===== config.mk =====
export PLATFORM = sky130hd
export DESIGN_NAME = spi_slave_rx
export DESIGN_NICKNAME = d
export VERILOG_FILES = /design/src/rtl/spi_slave_rx.sv
export SDC_FILE = /design/constraint.sdc
export NUM_CORES = 1
export LEC_CHECK = 0
export CORE_MARGIN = 1.5
export CORE_UTILIZATION = 28
export CTS_BUF_LIST = sky130_fd_sc_hd__clkbuf_4 sky130_fd_sc_hd__clkbuf_8
export DETAILED_ROUTE_END_ITERATION = 16
export GPL_TIMING_DRIVEN = 0
export MAX_ROUTING_LAYER = met4
export PLACE_DENSITY = 0.44
export SYNTH_ARGS = -nofsm -noshare
export SYNTH_HDL_FRONTEND = slang
export SYNTH_SLANG_ARGS = --single-unit

===== constraint.sdc =====
create_clock -name clk -period 3.65 [get_ports clk]
set_input_delay 0.365 -clock clk [delete_from_list [all_inputs] [get_ports clk]]
set_output_delay 0.365 -clock clk [all_outputs]
set_load 0.02 [all_outputs]

===== src/rtl/spi_slave_rx.sv =====
// +--------------------------------------------------------------------------+
// | spi_slave_rx : SPI mode-0 responder, MSB-first rx/tx with valid/ack out  |
// | Revision     : 1.0                                                       |
// +--------------------------------------------------------------------------+
`default_nettype none

module spi_slave_rx #(
  parameter int CHAR_LENGTH = 8,
  parameter int SYNC_STAGES = 2
) (
  input  logic                   clk,
  input  logic                   rst,
  input  logic                   sclk,
  input  logic                   ss_n,
  input  logic                   mosi,
  output logic                   miso,
  output logic                   miso_oe,
  input  logic [CHAR_LENGTH-1:0] tx_data,
  output logic [CHAR_LENGTH-1:0] rx_data,
  output logic                   rx_valid,
  input  logic                   rx_ack,
  output logic                   overrun,
  output logic                   frame_err
);

  localparam int CNT_W = (CHAR_LENGTH > 1) ? $clog2(CHAR_LENGTH) : 1;
  localparam logic [CNT_W-1:0] C_LAST_BIT = CNT_W'(CHAR_LENGTH - 1);

  typedef enum logic [0:0] {
    ST_IDLE   = 1'b0,
    ST_ACTIVE = 1'b1
  } state_e;

  logic [SYNC_STAGES-1:0] sclk_sync_q;
  logic [SYNC_STAGES-1:0] ss_sync_q;
  logic [SYNC_STAGES-1:0] mosi_sync_q;
  logic                   sclk_hist_q;
  logic                   ss_hist_q;

  state_e                 state_q, state_d;
  logic [CNT_W-1:0]       bit_cnt_q, bit_cnt_d;
  logic [CHAR_LENGTH-1:0] rx_sr_q, rx_sr_d;
  logic [CHAR_LENGTH-1:0] tx_sr_q, tx_sr_d;
  logic                   reload_q, reload_d;
  logic                   done_q, done_d;
  logic [CHAR_LENGTH-1:0] rx_data_q, rx_data_d;
  logic                   rx_valid_q, rx_valid_d;
  logic                   overrun_q, overrun_d;
  logic                   frame_err_q, frame_err_d;

  logic sclk_s, ss_n_s, mosi_s;
  logic sclk_rise, sclk_fall, ss_fall, ss_rise;

  assign sclk_s = sclk_sync_q[SYNC_STAGES-1];
  assign ss_n_s = ss_sync_q[SYNC_STAGES-1];
  assign mosi_s = mosi_sync_q[SYNC_STAGES-1];

  assign sclk_rise = sclk_s & ~sclk_hist_q;
  assign sclk_fall = ~sclk_s & sclk_hist_q;
  assign ss_fall   = ~ss_n_s & ss_hist_q;
  assign ss_rise   = ss_n_s & ~ss_hist_q;

  // ss_n idles high, so its synchroniser resets to 1 to avoid a false frame start.
  always_ff @(posedge clk or posedge rst) begin
    if (rst) begin
      sclk_sync_q <= '0;
      ss_sync_q   <= '1;
      mosi_sync_q <= '0;
      sclk_hist_q <= 1'b0;
      ss_hist_q   <= 1'b1;
    end else begin
      sclk_sync_q <= {sclk_sync_q[SYNC_STAGES-2:0], sclk};
      ss_sync_q   <= {ss_sync_q[SYNC_STAGES-2:0], ss_n};
      mosi_sync_q <= {mosi_sync_q[SYNC_STAGES-2:0], mosi};
      sclk_hist_q <= sclk_s;
      ss_hist_q   <= ss_n_s;
    end
  end

  always_ff @(posedge clk or posedge rst) begin
    if (rst) begin
      state_q     <= ST_IDLE;
      bit_cnt_q   <= '0;
      rx_sr_q     <= '0;
      tx_sr_q     <= '0;
      reload_q    <= 1'b0;
      done_q      <= 1'b0;
      rx_data_q   <= '0;
      rx_valid_q  <= 1'b0;
      overrun_q   <= 1'b0;
      frame_err_q <= 1'b0;
    end else begin
      state_q     <= state_d;
      bit_cnt_q   <= bit_cnt_d;
      rx_sr_q     <= rx_sr_d;
      tx_sr_q     <= tx_sr_d;
      reload_q    <= reload_d;
      done_q      <= done_d;
      rx_data_q   <= rx_data_d;
      rx_valid_q  <= rx_valid_d;
      overrun_q   <= overrun_d;
      frame_err_q <= frame_err_d;
    end
  end

  always_comb begin
    state_d     = state_q;
    bit_cnt_d   = bit_cnt_q;
    rx_sr_d     = rx_sr_q;
    tx_sr_d     = tx_sr_q;
    reload_d    = reload_q;
    done_d      = 1'b0;
    frame_err_d = 1'b0;

    case (state_q)
      ST_IDLE: begin
        if (ss_fall) begin
          state_d   = ST_ACTIVE;
          tx_sr_d   = tx_data;
          bit_cnt_d = '0;
          rx_sr_d   = '0;
          reload_d  = 1'b0;
        end
      end
      ST_ACTIVE: begin
        if (ss_rise) begin
          state_d     = ST_IDLE;
          frame_err_d = (bit_cnt_q != '0);
          bit_cnt_d   = '0;
          reload_d    = 1'b0;
        end else if (sclk_rise) begin
          rx_sr_d = {rx_sr_q[CHAR_LENGTH-2:0], mosi_s};
          if (bit_cnt_q == C_LAST_BIT) begin
            bit_cnt_d = '0;
            done_d    = 1'b1;
            reload_d  = 1'b1;
          end else begin
            bit_cnt_d = bit_cnt_q + CNT_W'(1);
          end
        end else if (sclk_fall) begin
          // The fall after a completed character fetches the next reply word.
          if (reload_q) begin
            tx_sr_d  = tx_data;
            reload_d = 1'b0;
          end else begin
            tx_sr_d = {tx_sr_q[CHAR_LENGTH-2:0], 1'b0};
          end
        end
      end
      default: state_d = ST_IDLE;
    endcase
  end

  always_comb begin
    rx_data_d  = rx_data_q;
    rx_valid_d = rx_valid_q;
    overrun_d  = overrun_q;

    if (rx_valid_q && rx_ack) begin
      rx_valid_d = 1'b0;
      overrun_d  = 1'b0;
    end
    // An ack in the completion cycle frees the slot for the new character.
    if (done_q) begin
      if (!rx_valid_q || rx_ack) begin
        rx_data_d  = rx_sr_q;
        rx_valid_d = 1'b1;
      end else begin
        overrun_d = 1'b1;
      end
    end
  end

  always_comb begin
    miso_oe   = (state_q == ST_ACTIVE);
    miso      = (state_q == ST_ACTIVE) ? tx_sr_q[CHAR_LENGTH-1] : 1'b0;
    rx_data   = rx_data_q;
    rx_valid  = rx_valid_q;
    overrun   = overrun_q;
    frame_err = frame_err_q;
  end

endmodule

`default_nettype wire


==> key figures <==
CTS
  • TritonCTS clock tree: done
  • Clock transition at path regs: about 0.070 ns
  • Post-CTS Resized: 0
  • Clk Latency, worst-skew pair: roughly 0.29 ns
  • CTS Hold Bufs: 0
  • Max clock buf depth: 2
  • H-tree depth: 2
  • Root Driver: clkbuf_8
  • Clk sinks: roughly 40
  • Post-CTS Setup Bufs: 0
  • CTS Buf Count: 5

Global routing
  • Initial antenna violation count: 0
  • Largest net degree at the start of global routing: 42
  • First-pass GRT wire length: ~5 mm
  • Final global-route overflow total: 0
  • Total Routing Usage GR: between 10% and 20%
  • Vias in the first global route: between 1,000 and 1,500

Yosys
  • Seq/Total Area, Yosys: 59.8%
  • Cells after synthesis: about 140
  • Yosys warns: 0
  • Post-Syn Nets: around 160
  • Cell variety after synth: 29
  • Async SR Flop Fraction: 100%
  • Ys flop type: dfrtp_1
  • #FFs+latches synth: just over 40
  • Synthesized area: around 1700 sq um
  • EDFF count, synth: 0
  • Syn avg cell area: 12.5 sq um

Power
  • Sequential power share: a little over half
  • Clock power share: between 20% and 30%
  • Switching part of the total: roughly 25%
  • Maximum vdd ir drop: between 150 and 200 uV
  • Leakage power: 0.000934 uW
  • Switching power: approximately 250 uW
  • Internal: approximately 750 uW
  • Pwr per Cell Area: between 400 and 500 nW/um^2
  • Comb power frac: 17.2%

Critical path
  • Worst setup path class: flip-flop to primary output
  • R2r worst-path depth: 3
  • Crit Path Max Fanout: 10
  • Arrival time at the worst endpoint: approximately 2 ns
  • CP Data Required Time: 3.28 ns
  • Crit. End Element: primary output
  • Setup crit start kind: flip-flop

Timing
  • Worst rel slew slack: 41.8%
  • RSZ-0062 raised after global routing: no
  • Hold Violations, Final: 0
  • FMAX: ~420 MHz
  • Hold Slack: ~0.35 ns
  • Minimum clock period: approximately 2.4 ns
  • Final period utilization: 65.0%
  • Pins Over Slew Limit: 0
  • Clock skew: around 0.0067 ns
  • Setup TNS: 0 ns
  • Worst-Margin Slew: between 0.8 and 0.9 ns
  • # setup viols final: 0

Place
  • I/O Buffers: 26
  • Dpl hpwl: approximately 2.1 mm
  • Post-DP Area: roughly 2100 sq um
  • RD Place Congestion: 0.804

Floorplan
  • Rows: 28
  • Core Region: slightly below 6000 sq um
  • IO Pins: 27
  • Die height: around 80 um
  • Initial Util: 29.1%
  • Die X: roughly 81 um
  • Die ar.: 6630 sq um

Detailed routing
  • Initial drt markers: 45
  • DRT Wirelength: ~3.0 mm
  • Via density: 4.59
  • Pre-antenna DRT Iters: 4
  • Residual DRC: 0
  • Post-route ant nets: 0
  • Wirelength per Cell: 11.9 um
  • Vias: 1,134

Run
  • Maximum capacitance violations: 0

Final layout
  • Commonest non-fill, non-tap cell in the layout: dfrtp_1
  • # nets final: around 190
  • Most frequent cells in the layout: dfrtp_1, clkdlybuf4s50_1, mux2_2, inv_1, o21ai_0
  • Syn-to-layout area delta: 25.6%
  • N_diodes: 0
  • Non-Filler Cell Area, Final: about 2200 sq um
  • Fraction of layout cells with a size suffix above 1: 22.7%

Status
  • Outcome: complete, no violations

Worst hold path
  • HP Class: flip-flop to flip-flop
  • Hold path depth: 0
==> synthesized netlist by cell type, types with 2 or more instances <==
cell type,n,share of area [%]
mux2_2,22,14
or2b_1,2,0.87
o211ai_1,2,0.87
nand2_1,5,1.1
clkbuf_1,3,0.65
o21ai_0,9,2.6
nor3_1,2,0.58
a21oi_1,6,1.7
nor2b_1,2,0.73
nand4_1,8,2.9
nand3_1,2,0.58
dfstp_2,3,4.6
ha_1,3,2.2
inv_1,13,2.8
dfrtp_1,38,55
nand2b_1,5,1.8
==> layout make-up <==
type                       count  area [sq um]
fill                         585          3760
sequential                    41          1030
multi-input combinational     78           613
timing repair buffer          26           260
tap                           75          93.8
clock buffer                   6          76.3
inverter                      14          52.6
buffer                         5          27.5
clock inverter                 2          10.0
==> power groups by stage <==
stage | Clock (uW) | Combinational, uW | Sequential [uW]
2_1_floorplan | 0 | 125 | 546
3_3_place_gp | 0 | 172 | 550
3_5_place_dp | 0 | 176 | 553
4_1_cts | 307 | 177 | 545
5_1_grt | 322 | 194 | 552
6_report | 288 | 173 | 544
==> worst max-delay path, cell delays in order (launching register included) <==
cell and delay [ns]:
dfrtp_1 0.38, buf_6 0.15, clkbuf_1 0.39, and2_1 0.20
clkdlybuf4s50_1 0.60
==> final timing paths <==
| kind | slack [ns] | from | to |
|---|---|---|---|
| worst max-delay path | 1.28 | miso_oe | miso |
| worst min-delay path | 0.35 | sclk_sync_q[0] | sclk_sync_q[1] |
| worst max register to register | 1.86 | ss_hist_q | rx_sr_q[0] |
| worst min register to register | 0.35 | sclk_sync_q[0] | sclk_sync_q[1] |
| max in group asynchronous | 2.56 | rst | mosi_sync_q[1] |
| min in group asynchronous | 0.56 | rst | bit_cnt_q[0] |
==> registers in the layout, indices dropped and copies added, names as in the netlist <==
| register | flops |
|---|---|
| rx_data | 8 |
| rx_sr_q | 8 |
| tx_sr_q | 8 |
| bit_cnt_q | 3 |
| mosi_sync_q | 2 |
| sclk_sync_q | 2 |
| ss_sync_q | 2 |
| done_q | 1 |
| frame_err | 1 |
| miso_oe | 1 |
| overrun | 1 |
| reload_q | 1 |
| rx_valid | 1 |
| sclk_hist_q | 1 |
| ss_hist_q | 1 |
==> logic make-up (layout without fill, tap and decap cells) <==
family          count (synthesis)  count (layout)  synth area share, %
flops                          41              41                 59.8
simple gates                   30              30                 10.2
mux                            23              23                 15.0
compound gates                 22              22                 8.21
buf+inv                        19              53                 4.65
fa+ha+maj                       3               3                 2.18
==> metal layers <==
| layer | up-vias | track usage (%) | share of wire, % |
|---|---|---|---|
| met2 | 19 | 15.3 | 47 |
| met3 | 5 | 3.00 | 4.0 |
| li1 | 541 | - | - |
| met5 | - | - | 0 |
| met1 | 569 | 12.9 | 48 |
| met4 | 0 | 5.34 | 1.4 |
==> through the flow <==
step	std cells	power, uW	worst slack [ns]	util (%)
detailed placement	239	729	1.57	35.1
global placement	239	722	1.43	35.1
finish	247	1000	1.28	36.5
global route	247	1070	1.18	36.5
CTS	247	1030	1.24	36.5
floorplan	138	671	2.03	-
Power figures use the tool's default switching activity.
